<file path="src/rtl/fib_pkg.sv">
// Shared definitions for the Fibonacci term path: term width, saturation
// value and the default {term, idx} entry layout used by consumers.
package fib_pkg;
  localparam int          FIB_W       = 32;
  localparam logic [31:0] FIB_SAT_VAL = 32'hFFFF_FFFF;
  localparam int          FIB_IDX_W   = 16;

  typedef struct packed {
    logic [FIB_W-1:0]     term;
    logic [FIB_IDX_W-1:0] idx;
  } fib_entry_t;
endpackage

</file>
<file path="src/rtl/fib_fwft_fifo.sv">
// First-word-fall-through circular FIFO. rdata shows the head entry
// combinationally and reads as zero while empty. A push into a full FIFO is
// accepted only when a pop happens in the same cycle.
module fib_fwft_fifo #(
  parameter int DEPTH = 8,
  parameter int WIDTH = 48
) (
  input  logic             clk,
  input  logic             rst,
  input  logic             clr,
  input  logic             push,
  input  logic             pop,
  input  logic [WIDTH-1:0] wdata,
  output logic [WIDTH-1:0] rdata,
  output logic             empty,
  output logic             full
);
  localparam int AW = (DEPTH > 1) ? $clog2(DEPTH) : 1;
  localparam int CW = AW + 1;

  logic [AW-1:0]    wr_ptr_q, wr_ptr_d;
  logic [AW-1:0]    rd_ptr_q, rd_ptr_d;
  logic [CW-1:0]    count_q, count_d;
  logic [WIDTH-1:0] mem_q [DEPTH];
  logic             push_ok, pop_ok;

  // Status flags, accepted operations and next pointer/count values.
  always_comb begin
    empty    = (count_q == '0);
    full     = (count_q == CW'(DEPTH));
    pop_ok   = pop && !empty;
    push_ok  = push && (!full || pop_ok);
    wr_ptr_d = wr_ptr_q;
    rd_ptr_d = rd_ptr_q;
    count_d  = count_q;
    if (push_ok) wr_ptr_d = wr_ptr_q + AW'(1);
    if (pop_ok)  rd_ptr_d = rd_ptr_q + AW'(1);
    case ({push_ok, pop_ok})
      2'b10:   count_d = count_q + CW'(1);
      2'b01:   count_d = count_q - CW'(1);
      default: count_d = count_q;
    endcase
    if (clr) begin
      wr_ptr_d = '0;
      rd_ptr_d = '0;
      count_d  = '0;
    end
  end

  // Pointer and occupancy registers.
  always_ff @(posedge clk or posedge rst) begin
    if (rst) begin
      wr_ptr_q <= '0;
      rd_ptr_q <= '0;
      count_q  <= '0;
    end else begin
      wr_ptr_q <= wr_ptr_d;
      rd_ptr_q <= rd_ptr_d;
      count_q  <= count_d;
    end
  end

  // Storage array; cleared on reset so no stale entry is ever visible.
  always_ff @(posedge clk or posedge rst) begin
    if (rst) begin
      for (int i = 0; i < DEPTH; i++) mem_q[i] <= '0;
    end else if (push_ok && !clr) begin
      mem_q[wr_ptr_q] <= wdata;
    end
  end

  // Head entry falls through; zero while empty.
  always_comb begin
    rdata = empty ? '0 : mem_q[rd_ptr_q];
  end
endmodule

</file>
<file path="src/rtl/fib_term_buffer.sv">
// Buffers terms from the 32-bit Fibonacci generator into a FWFT FIFO and
// streams them out tagged with their sequence index. Tracks 32-bit wrap of
// the sequence (sticky overflow) and a saturating count of dropped terms.
// Build option FIB_TERM_BUFFER_SAT_EN: once overflow is set, or is being set
// by the current capture, stored terms are replaced by FIB_SAT_VAL.
module fib_term_buffer
  import fib_pkg::*;
#(
  parameter int DEPTH  = 8,
  parameter int IDX_W  = 16,
  parameter int DROP_W = 8
) (
  input  logic              clk,
  input  logic              rst,
  input  logic              clr,
  input  logic              term_en,
  input  logic [FIB_W-1:0]  fib_in,
  input  logic              out_ready,
  output logic              out_valid,
  output logic [FIB_W-1:0]  out_data,
  output logic [IDX_W-1:0]  out_index,
  output logic              full,
  output logic              overflow,
  output logic [DROP_W-1:0] drop_count
);
  localparam int EW = FIB_W + IDX_W;

  logic              cap_pend_q, cap_pend_d;
  logic [IDX_W-1:0]  next_idx_q, next_idx_d;
  logic [FIB_W-1:0]  prev_term_q, prev_term_d;
  logic              overflow_q, overflow_d;
  logic [DROP_W-1:0] drop_q, drop_d;

  logic              push, pop, ovf_hit;
  logic [FIB_W-1:0]  store_term;
  logic              fifo_empty, fifo_full;
  logic [EW-1:0]     fifo_rdata;

  // Capture, index, wrap detection and drop accounting; clr wins over all.
  always_comb begin
    push    = cap_pend_q;
    pop     = !fifo_empty && out_ready;
    ovf_hit = cap_pend_q && (next_idx_q >= IDX_W'(2)) && (fib_in < prev_term_q);
`ifdef FIB_TERM_BUFFER_SAT_EN
    store_term = (overflow_q || ovf_hit) ? FIB_SAT_VAL : fib_in;
`else
    store_term = fib_in;
`endif
    cap_pend_d  = term_en;
    next_idx_d  = next_idx_q;
    prev_term_d = prev_term_q;
    overflow_d  = overflow_q || ovf_hit;
    drop_d      = drop_q;
    if (push) begin
      next_idx_d  = next_idx_q + IDX_W'(1);
      prev_term_d = fib_in;
      if (fifo_full && !pop && (drop_q != {DROP_W{1'b1}}))
        drop_d = drop_q + DROP_W'(1);
    end
    if (clr) begin
      cap_pend_d  = 1'b0;
      next_idx_d  = '0;
      prev_term_d = '0;
      overflow_d  = 1'b0;
      drop_d      = '0;
    end
  end

  // Control state registers.
  always_ff @(posedge clk or posedge rst) begin
    if (rst) begin
      cap_pend_q  <= 1'b0;
      next_idx_q  <= '0;
      prev_term_q <= '0;
      overflow_q  <= 1'b0;
      drop_q      <= '0;
    end else begin
      cap_pend_q  <= cap_pend_d;
      next_idx_q  <= next_idx_d;
      prev_term_q <= prev_term_d;
      overflow_q  <= overflow_d;
      drop_q      <= drop_d;
    end
  end

  fib_fwft_fifo #(
    .DEPTH (DEPTH),
    .WIDTH (EW)
  ) u_fifo (
    .clk   (clk),
    .rst   (rst),
    .clr   (clr),
    .push  (push),
    .pop   (pop),
    .wdata ({store_term, next_idx_q}),
    .rdata (fifo_rdata),
    .empty (fifo_empty),
    .full  (fifo_full)
  );

  // Output stream and status.
  always_comb begin
    out_valid  = !fifo_empty;
    out_data   = fifo_rdata[EW-1:IDX_W];
    out_index  = fifo_rdata[IDX_W-1:0];
    full       = fifo_full;
    overflow   = overflow_q;
    drop_count = drop_q;
  end
endmodule

</file>
<file path="config.mk">
export PLATFORM = sky130hd
export DESIGN_NAME = fib_term_buffer
export DESIGN_NICKNAME = d
export VERILOG_FILES = /design/src/rtl/fib_pkg.sv /design/src/rtl/fib_fwft_fifo.sv /design/src/rtl/fib_term_buffer.sv
export SDC_FILE = /design/constraint.sdc
export NUM_CORES = 1
export LEC_CHECK = 0
export BUFFER_PORTS_ARGS = -buffer_cell sky130_fd_sc_hd__buf_2
export CAP_MARGIN = 10
export CELL_PAD_IN_SITES_DETAIL_PLACEMENT = 1
export CELL_PAD_IN_SITES_GLOBAL_PLACEMENT = 2
export CORE_MARGIN = 4
export CORE_UTILIZATION = 35
export CTS_BUF_LIST = sky130_fd_sc_hd__clkbuf_4
export DETAILED_ROUTE_END_ITERATION = 16
export GPL_TIMING_DRIVEN = 1
export PLACE_DENSITY = 0.65
export SKIP_LAST_GASP = 1
export SYNTH_ARGS = -nofsm -noshare
export SYNTH_HDL_FRONTEND = slang
export SYNTH_HIERARCHICAL = 1
export SYNTH_SLANG_ARGS = --single-unit
</file>
<file path="constraint.sdc">
create_clock -name clk -period 28.7 [get_ports clk]
set_input_delay 0 -clock clk [delete_from_list [all_inputs] [get_ports clk]]
set_output_delay 0 -clock clk [all_outputs]
set_load 0.005 [all_outputs]
</file>
Yosys cells after proc, flatten, opt, wreduce, memory -nomap -nowiden
Cells that the tools add are included.

storage, ports and cells
  logic and storage cells = 77
  ROM bits = 0
  memories = 0
  input bits = 37
  RAM bits = 0
  latch bits = 0
  register bits after elaboration = 452

cells by class
  $lt $le $gt $ge = 5
  shifts and indexed selects = 0
  $add $sub $neg = 6
  equality and inequality tests = 4
  mux-type cells = 22
  divide/modulo/power cells = 0
  bitwise gates (word level) = 2
  reductions and logical operators = 22
  multiply operators = 0

operator list
  kind                                                                           number
  384-bit bitwise mux                                                            1
  48-bit two-way mux                                                             4
  48-bit binary-select mux with 3-bit select                                     1
  48-bit demux with 3-bit select                                                 1
  32-bit two-way mux                                                             2
  32-bit less-than comparator                                                    1
  16-bit two-way mux                                                             2
  8-bit two-way mux                                                              3
  16-bit by 1-bit adder with 16-bit output (second input constant)               1
  16-bit by 2-bit >= comparator with 1-bit output (second input constant)        1
  3-bit two-way mux                                                              4
  1-bit logical AND                                                              9
  8-bit by 1-bit adder with 8-bit output (second input constant)                 1
  4-bit >= comparator (second input constant)                                    2
  8-bit inequality test (second input constant)                                  1
  3-bit NOT with 4-bit output                                                    2
  4-bit case mux with 2 select lines                                             1
  2-bit nonzero test                                                             4
  3-bit by 1-bit adder with 3-bit output (second input constant)                 2
  4-bit by 1-bit adder with 4-bit output (second input constant)                 1
  4-bit == test (second input constant)                                          1
  1-bit zero test                                                                4
  4-bit zero test                                                                1
  4-bit by 1-bit less-than comparator with 1-bit output (second input constant)  1
  8 further kinds                                                                10

Logic depth before layout (Yosys ltp)
Gate-level depths: netlist of run 1.

  depth after elaboration = 9
  depth in mapped cells = 12
  depth with buffers taken out = 9

Cells and area by module
The synthesis of run 1 kept the hierarchy.

by module, submodules not included
  module           seq. area each (sq um)  area each (sq um)  times used  cells an instance
  fib_fwft_fifo    9859.5                  18302.6            1           1118
  fib_term_buffer  1451.4                  3417.0             1           348

Worst setup path after synthesis of run 1
No wires, ideal clock.

  kind = reg-to-reg
  start = register u_fifo.count_q[3]
  end = register u_fifo/mem_q[48] (netlist bit)
  setup slack = 25.879 ns
  arrival = 2.694 ns
  cell stages (with the launch flop) = 13
  setup time = 0.127 ns
  cell sequence = dfrtp_1 > buf_2 > nor4_1 > clkbuf_1 > nor2b_1 > buf_4 > nand2b_1 > o21a_1 > buf_6 > nand4_4 > buf_6 > buf_12 > mux2_1

on the way
  longest elaborated chain between the ends = 7
  elaborated cells on any way between the ends = 9
  those cells by class = 1 x eq/ne; 8 x reduce/logical

ends and longest elaborated chain
  item                            RTL line               text
  start: declaration              fib_fwft_fifo.sv:23    logic [CW-1:0] count_q, count_d;
  start signal: assignment        fib_fwft_fifo.sv:59    count_q <= count_d;
  4-bit zero test                 fib_fwft_fifo.sv:29    empty = (count_q == '0);
  net fifo_empty                  fib_term_buffer.sv:36  logic fifo_empty, fifo_full;
  1-bit zero test                 fib_term_buffer.sv:42  pop = !fifo_empty && out_ready;
  1-bit logical AND               fib_term_buffer.sv:42
  net pop                         fib_term_buffer.sv:34  logic push, pop, ovf_hit;
  1-bit logical AND               fib_fwft_fifo.sv:31    pop_ok = pop && !empty;
  1-bit logical OR                fib_fwft_fifo.sv:32    push_ok = push && (!full || pop_ok);
  1-bit logical AND               fib_fwft_fifo.sv:32
  1-bit logical AND               fib_fwft_fifo.sv:67    end else if (push_ok && !clr) begin
  end signal: indexed assignment  fib_fwft_fifo.sv:68    mem_q[wr_ptr_q] <= wdata;
  end: declaration                fib_fwft_fifo.sv:24    logic [WIDTH-1:0] mem_q [DEPTH];

The timed path passes the listed nets, and every way through them passes these cells.
A chain may end at the register's enable or synchronous reset.

Final worst setup path of run 1
  start = register u_fifo.rd_ptr_q[0]
  end = output out_index[11]

on the way
  longest elaborated chain between the ends = 5

ends and longest elaborated chain
  item                                                   RTL line               text
  start: declaration                                     fib_fwft_fifo.sv:22    logic [AW-1:0] rd_ptr_q, rd_ptr_d;
  start signal: assignment                               fib_fwft_fifo.sv:58    rd_ptr_q <= rd_ptr_d;
  3-bit NOT with 4-bit output (not written as such)      fib_fwft_fifo.sv:74    rdata = empty ? '0 : mem_q[rd_ptr_q];
  48-bit binary-select mux with 3-bit select             fib_fwft_fifo.sv:74
  48-bit two-way mux (not written as such) (2 in a row)  fib_fwft_fifo.sv:74
  48-bit two-way mux                                     fib_fwft_fifo.sv:74
  end: declaration                                       fib_term_buffer.sv:21  output logic [IDX_W-1:0] out_index,

No other way between the ends. The select of a mux whose other input is x is not followed.

==> flow_summary.toml, run 1 <==
[outcome]
status = "finished, final reports clean"

[routing]
viasPerCell = 5.02
drcViolationCount = 0
drtAntennaViolNets = 0
drtIter0Drc = 517
drtPass1Iterations = 4
wirelength_um = 55300
routedWlPerCell_um = 21.0
dr_total_vias = 13200

[timing]
setup_slack_ns = 24.07
finalSetupTns_ns = 0
fin_crit_sh_pct = 16.1
rsz0062_at_grt = "false"
slew_violations = 0
fin_crit_ns = 4.63
skew_ns = 0.0535
fmax_ghz = 0.216
setup_viol = 0
hold_violations = 0
maxSlewHeadroom_pct = 26.8
worst_pin_slew_ns = 1.10

[clock_tree]
cts_tree = "done"
clk_latency_ns = 0.93
cts_max_level = 4
post_cts_buffers = 0
cts_buffers = 133
clock_path_buffers = 3
cts-root-buf = "clkbuf_4"
cts_sinks = 452
clkTransAtPathRegs_ns = 0.07

[job]
drv_cap = 0

[layout]
drive_above_1_share_pct = 40.0
final_core_util_pct = 40.9
nets = 1772
multiInputGateArea_um2 = 9580
fillers = 6338
regArea_um2 = 11300
final_cells = 2632
area_delta_synth_final_pct = 16.1

[synth]
synth_seq_cells = 452
syn_area_um2 = 21700
synth_edf_count = 0
synthTopCellsByCount = "dfrtp_1, mux2_2, nor2_1"
seq_area_frac_synth_pct = 52.1
netlist-cell-type-count = 59
syn_avg_cell_area_um2 = 14.8
netlist.area_leader.share_pct = 52.1
synth_area_leaders = "dfrtp_1, mux2_2, mux4_2"
synth_cells = 1466
ys_warn_count = 6
synth.most_common_cell = "dfrtp_1"
dominantRegCellSynth = "dfrtp_1"
yosys.area.top_type = "dfrtp_1"
synth_async_sr_flop_share_pct = 100
synthesis.nets = 1542

[power]
leakage_nw = 12.0
ir_worst_vdd_mv = 0.0513
p_per_area_nw_per_um2 = 68.4

[placed_design]
place_ws_ns = 24.86
placedCellCount = 2324
place_congestion = 0.712
place_hpwl_um = 29500
portBuffers = 95

[worst_setup_path]
cp-startpoint = "u_fifo/rd_ptr_q[0]$_DFFE_PP0P_"
r2r-start = "u_fifo/count_q[0]$_DFFE_PP0P_"
crit_type = "flop to primary output"
r2r_end = "u_fifo/mem_q[338]$_DFFE_PP0P_"
endpoint_kind = "primary output"
reg2regPathDepth = 6
crit_arrival_ns = 4.63
cp-start-kind = "flop"
required_ns = 28.70
reg2reg_slack_ns = 24.93
path_max_fanout = 40

[global_route]
overflow = 0
antenna_found_initial = 2
grt_max_degree = 170
grt_pass1_vias = 14700
grt.total_usage_pct = 17.2
grt_pass1_wl_um = 88300

[min_path]
min_from = "fib_in[16]"
hold_path.class = "input port to flop"
hold_depth = 6
hold_end = "overflow$_DFF_PP0_"

[die]
dieArea_um2 = 66100
io_pins = 96
dieHeight_um = 257
num_rows = 91
die_w_um = 257
core_area_um2 = 61600
initial_core_util_pct = 35.3
==> how the worst max path moves through the flow <==
stage,to,slack [ns]
2_1_floorplan,u_fifo/count_q[0]$_DFFE_PP0P_,17.75
5_1_grt,out_data[16],23.61
3_3_place_gp,out_data[16],24.89
4_1_cts,out_index[14],23.74
3_5_place_dp,out_index[14],24.86
6_report,out_index[11],24.07
==> per-stage QoR <==
stage	cell area (µm²)	power, mW	hold slack [ns]
finish	25200	1.72	0.232
floorplan	21700	0.971	0.132
global route	25200	1.84	0.190
CTS	25200	1.77	0.0762
detailed placement	22700	1.10	0.184
global placement	22700	1.09	0.179
==> placed cells by master, fill, tap and decap left out, types with 38 or more instances in the layout <==
| cell type | netlist | layout |
|---|---|---|
| buf_2 | 26 | 94 |
| mux4_2 | 96 | 96 |
| mux2_2 | 244 | 244 |
| dlygate4sd3_1 | 0 | 74 |
| dfrtp_1 | 452 | 448 |
| nor2_1 | 122 | 122 |
| mux2i_1 | 84 | 84 |
| mux2_1 | 110 | 110 |
| ha_1 | 38 | 38 |
| clkbuf_4 | 0 | 199 |
==> what timing repair did <==
item                      CTS  global route
hold endpoints to repair  704             0
hold buffers               74             0
resized for setup           0             0
==> kinds of logic (layout without fill, tap and decap cells) <==
group | Yosys count | count (layout) | share of synthesized area, %
other | 0 | 2 | 0
AO/OA/AOI/OAI | 41 | 41 | 1.28
AND/OR/NAND/NOR | 212 | 212 | 5.01
flip-flops | 452 | 452 | 52.1
buffers and inverters | 130 | 457 | 3.97
adder cells (fa/ha/maj) | 39 | 39 | 2.28
multiplexers | 564 | 564 | 34.3
XOR/XNOR | 28 | 28 | 1.13
==> metal layers <==
metal	global-route usage [%]	share of wire (%)	vias to the layer above
li1	-	-	5889
met1	22.6	46	7054
met2	28.3	49	191
met3	4.24	3.6	69
met4	5.30	1.7	0
met5	0	0	-
==> cell type report <==
class,count,area share [%]
antenna,2,0.0198
clock buffer,199,5.92
clock inverter,33,1.02
inverter,39,0.610
multi-input combinational,884,38.0
sequential,452,44.9
tap,837,4.15
timing repair buffer,186,5.39
==> state kept, by name (all words and copies together), names as in the netlist <==
| register | flops |
|---|---|
| u_fifo/mem_q | 384 |
| prev_term_q | 32 |
| u_fifo/wr_ptr_q | 3 |
| next_idx_q | 16 |
| u_fifo/rd_ptr_q | 3 |
| drop_count | 8 |
| overflow | 1 |
| u_fifo/count_q | 4 |
| cap_pend_q | 1 |
==> critical path, cell delays in order (launching register included) <==
cell and delay [ns]:
dfrtp_4 0.80, buf_4 0.70, buf_4 0.83, mux4_2 0.61, mux2i_1 0.38, nor2_1 0.08
buf_2 0.16
==> power breakdown <==
group | switching, mW | internal [mW]
sequential | 0.0421 | 0.700
combinational | 0.177 | 0.165
clock | 0.282 | 0.360
total | 0.501 | 1.22
Power figures use the tool's default switching activity.
==> run 2: changes to the inputs <==
ABC_AREA = 1   (was not set)
PLACE_DENSITY = 0.78   (was 0.65)
clock period = 4.5 ns   (was 28.7 ns; I/O delays follow)
==> run 2 against run 1 <==
Effect of this change:
- first-iteration DRC count increased by 130%
- core utilization fell by 0.53 points
- synthesized area rose by 2.4%
- worst setup slack got worse by 23 ns
- worst hold slack better by 0.079 ns
- routed wire length is 46% higher
- non-clock buffer count increased by 23
- critical path type unchanged
- largest cell class unchanged
==> flow_summary.toml, run 2 <==
[worst_setup_path]
critical-path-max-stage-delay_ns = 0.73
reg2reg_slack_ns = 1.27
cp-start-kind = "flop"
cp_top_family = "buffers and inverters"
crit_type = "flop to primary output"
cpMaxStageDelayCell = "dfrtp_4"
cp_common_cell = "nor2_1"
endpoint_kind = "primary output"
path_buf_inv = 3
required_ns = 4.50
path_max_fanout = 97
crit_arrival_ns = 3.73
path_cells = "inv_6, buf_4, nor2_1, o211ai_1, nand2_1, nor2_1, buf_2"

[global_route]
grt_pass1_wl_um = 127000
grt_max_degree = 140
grt_pass1_vias = 22300
grt.total_usage_pct = 24.2
overflow = 0
antenna_found_initial = 5

[routing]
dr_total_vias = 20600
routedWlPerCell_um = 20.2
drtPass1Iterations = 5
drcViolationCount = 0
wirelength_um = 80700
drtIter0Drc = 1169
drtAntennaViolNets = 0
viasPerCell = 5.15

[timing]
finalSetupTns_ns = 0
maxSlewHeadroom_pct = 16.6
fin_crit_sh_pct = 83.0
holdWs_ns = 0.312
setup_viol = 0
worst_pin_slew_ns = 1.25
rsz0062_at_grt = "false"
fin_crit_ns = 3.73
hold_violations = 0
fmax_ghz = 0.268
skew_ns = 0.0395
slew_violations = 0

[synth]
syn_area_um2 = 22200
synthesis.nets = 3021
synth_seq_cells = 452
synth.most_common_cell = "nand2_1"
syn_avg_cell_area_um2 = 7.55
netlist.area_leader.share_pct = 50.8
synth_cells = 2945
synthTopCellsByCount = "nand2_1, dfrtp_1, nor2_1"
synth_area_leaders = "dfrtp_1, nand2_1, nor2_1"
netlist-cell-type-count = 36
ys_warn_count = 6
yosys.area.top_type = "dfrtp_1"
synth_edf_count = 0
seq_area_frac_synth_pct = 50.8
synth_async_sr_flop_share_pct = 100
dominantRegCellSynth = "dfrtp_1"

[layout]
mostFrequentLayoutCells = "nand2_1, dfrtp_1, nor2_1, o21ai_0, clkbuf_4"
final_area_um2 = 25400
area_delta_synth_final_pct = 14.4
multiInputGateArea_um2 = 9480
top_register = "u_fifo/mem_q"
nets = 3143
reg_top3 = "u_fifo/mem_q (384), prev_term_q (32), next_idx_q (16)"
regArea_um2 = 11300
largest_reg_flops = 384
final_cells = 3996
fillers = 7823
drive_above_1_share_pct = 11.7
final_common_cell = "nand2_1"

[die]
initial_core_util_pct = 35.3
dieHeight_um = 260
io_pins = 96
die_w_um = 260
dieArea_um2 = 67700
core_area_um2 = 63000
num_rows = 92

[clock_tree]
clk_latency_ns = 0.98
cts.repair.resized = 0
clock_path_buffers = 3
cts-root-buf = "clkbuf_4"
clkTransAtPathRegs_ns = 0.06
cts_sinks = 452
cts_buffers = 133
cts_max_level = 4
cts_tree = "done"

[job]
drv_cap = 0

[power]
p_per_area_nw_per_um2 = 433
leakage_nw = 13.6
ir_worst_vdd_mv = 0.268

[placed_design]
portBuffers = 95
placedCellCount = 3704
place_hpwl_um = 44800
place_congestion = 0.793
placed_area_um2 = 23100

[outcome]
status = "finished, final reports clean"

[min_path]
hold_path.class = "input port to flop"
==> run 2: layer usage <==
layer | part of all wire, % | global-route usage (%) | routed length (µm) | vias to the layer above
li1 | - | - | - | 9542
met1 | 44 | 30.9 | 35400 | 10400
met2 | 48 | 41.0 | 39100 | 467
met3 | 5.0 | 5.39 | 4020 | 150
met4 | 2.6 | 7.72 | 2090 | 4
met5 | 0.026 | 0 | 21 | -
==> run 2: stage by stage <==
step	worst slack [ns]	total power, mW	utilization, %
floorplan	-0.802	6.17	-
global placement	1.44	7.04	36.7
detailed placement	1.31	7.11	36.7
CTS	0.666	11.2	40.4
global route	0.493	11.8	40.4
finish	0.765	11.0	40.4
==> run 2: logic make-up after synthesis <==
logic type | Yosys count | share of synthesized area [%]
AO/OA/AOI/OAI | 381 | 9.44
adder cells (fa/ha/maj) | 39 | 2.23
XOR/XNOR | 3 | 0.118
buffers and inverters | 315 | 6.71
AND/OR/NAND/NOR | 1755 | 30.7
flip-flops | 452 | 50.8
==> run 2: cell type report <==
| cell class | count | area share [%] |
|---|---|---|
| multi-input combinational | 2178 | 37.3 |
| tap | 846 | 4.16 |
| sequential | 452 | 44.5 |
| clock inverter | 29 | 0.855 |
| inverter | 93 | 1.41 |
| timing repair buffer | 209 | 6.30 |
| clock buffer | 186 | 5.49 |
| antenna | 3 | 0.0295 |
==> run 2: worst paths after layout <==
kind / from / to / cells past startpoint
max: u_fifo/rd_ptr_q[0]$_DFFE_PP0P_ / out_data[17] / 7
min: fib_in[19] / overflow$_DFF_PP0_ / 10
max reg2reg: u_fifo/count_q[0]$_DFFE_PP0P_ / u_fifo/mem_q[159]$_DFFE_PP0P_ / 13
min reg2reg: u_fifo/mem_q[286]$_DFFE_PP0P_ / u_fifo/mem_q[286]$_DFFE_PP0P_ / 2
max in group asynchronous: rst / u_fifo/mem_q[339]$_DFFE_PP0P_ / 5
min in group asynchronous: rst / u_fifo/mem_q[315]$_DFFE_PP0P_ / 4
==> run 2: what timing repair did <==
action                                 in CTS  in global routing
hold buffers                               74                  0
buffers inserted                            0                  0
endpoints found under the hold margin     769                  0
==> run 2: report_power, final <==
part           switching [mW]  internal, mW  leakage [nW]
clock                    1.83          2.11         0.961
combinational            1.68         0.804          6.42
sequential              0.241          4.35          6.18
==> run 2: tightest hold or removal path, cell delays in order <==
cell and delay (ns):
dlygate4sd3_1 0.52, buf_2 0.12, ha_1 0.14, a21oi_1 0.04, o21ai_0 0.06, nand2_1 0.05, a21oi_1 0.12, nor2_1 0.06
nand2_1 0.06, a21oi_1 0.06
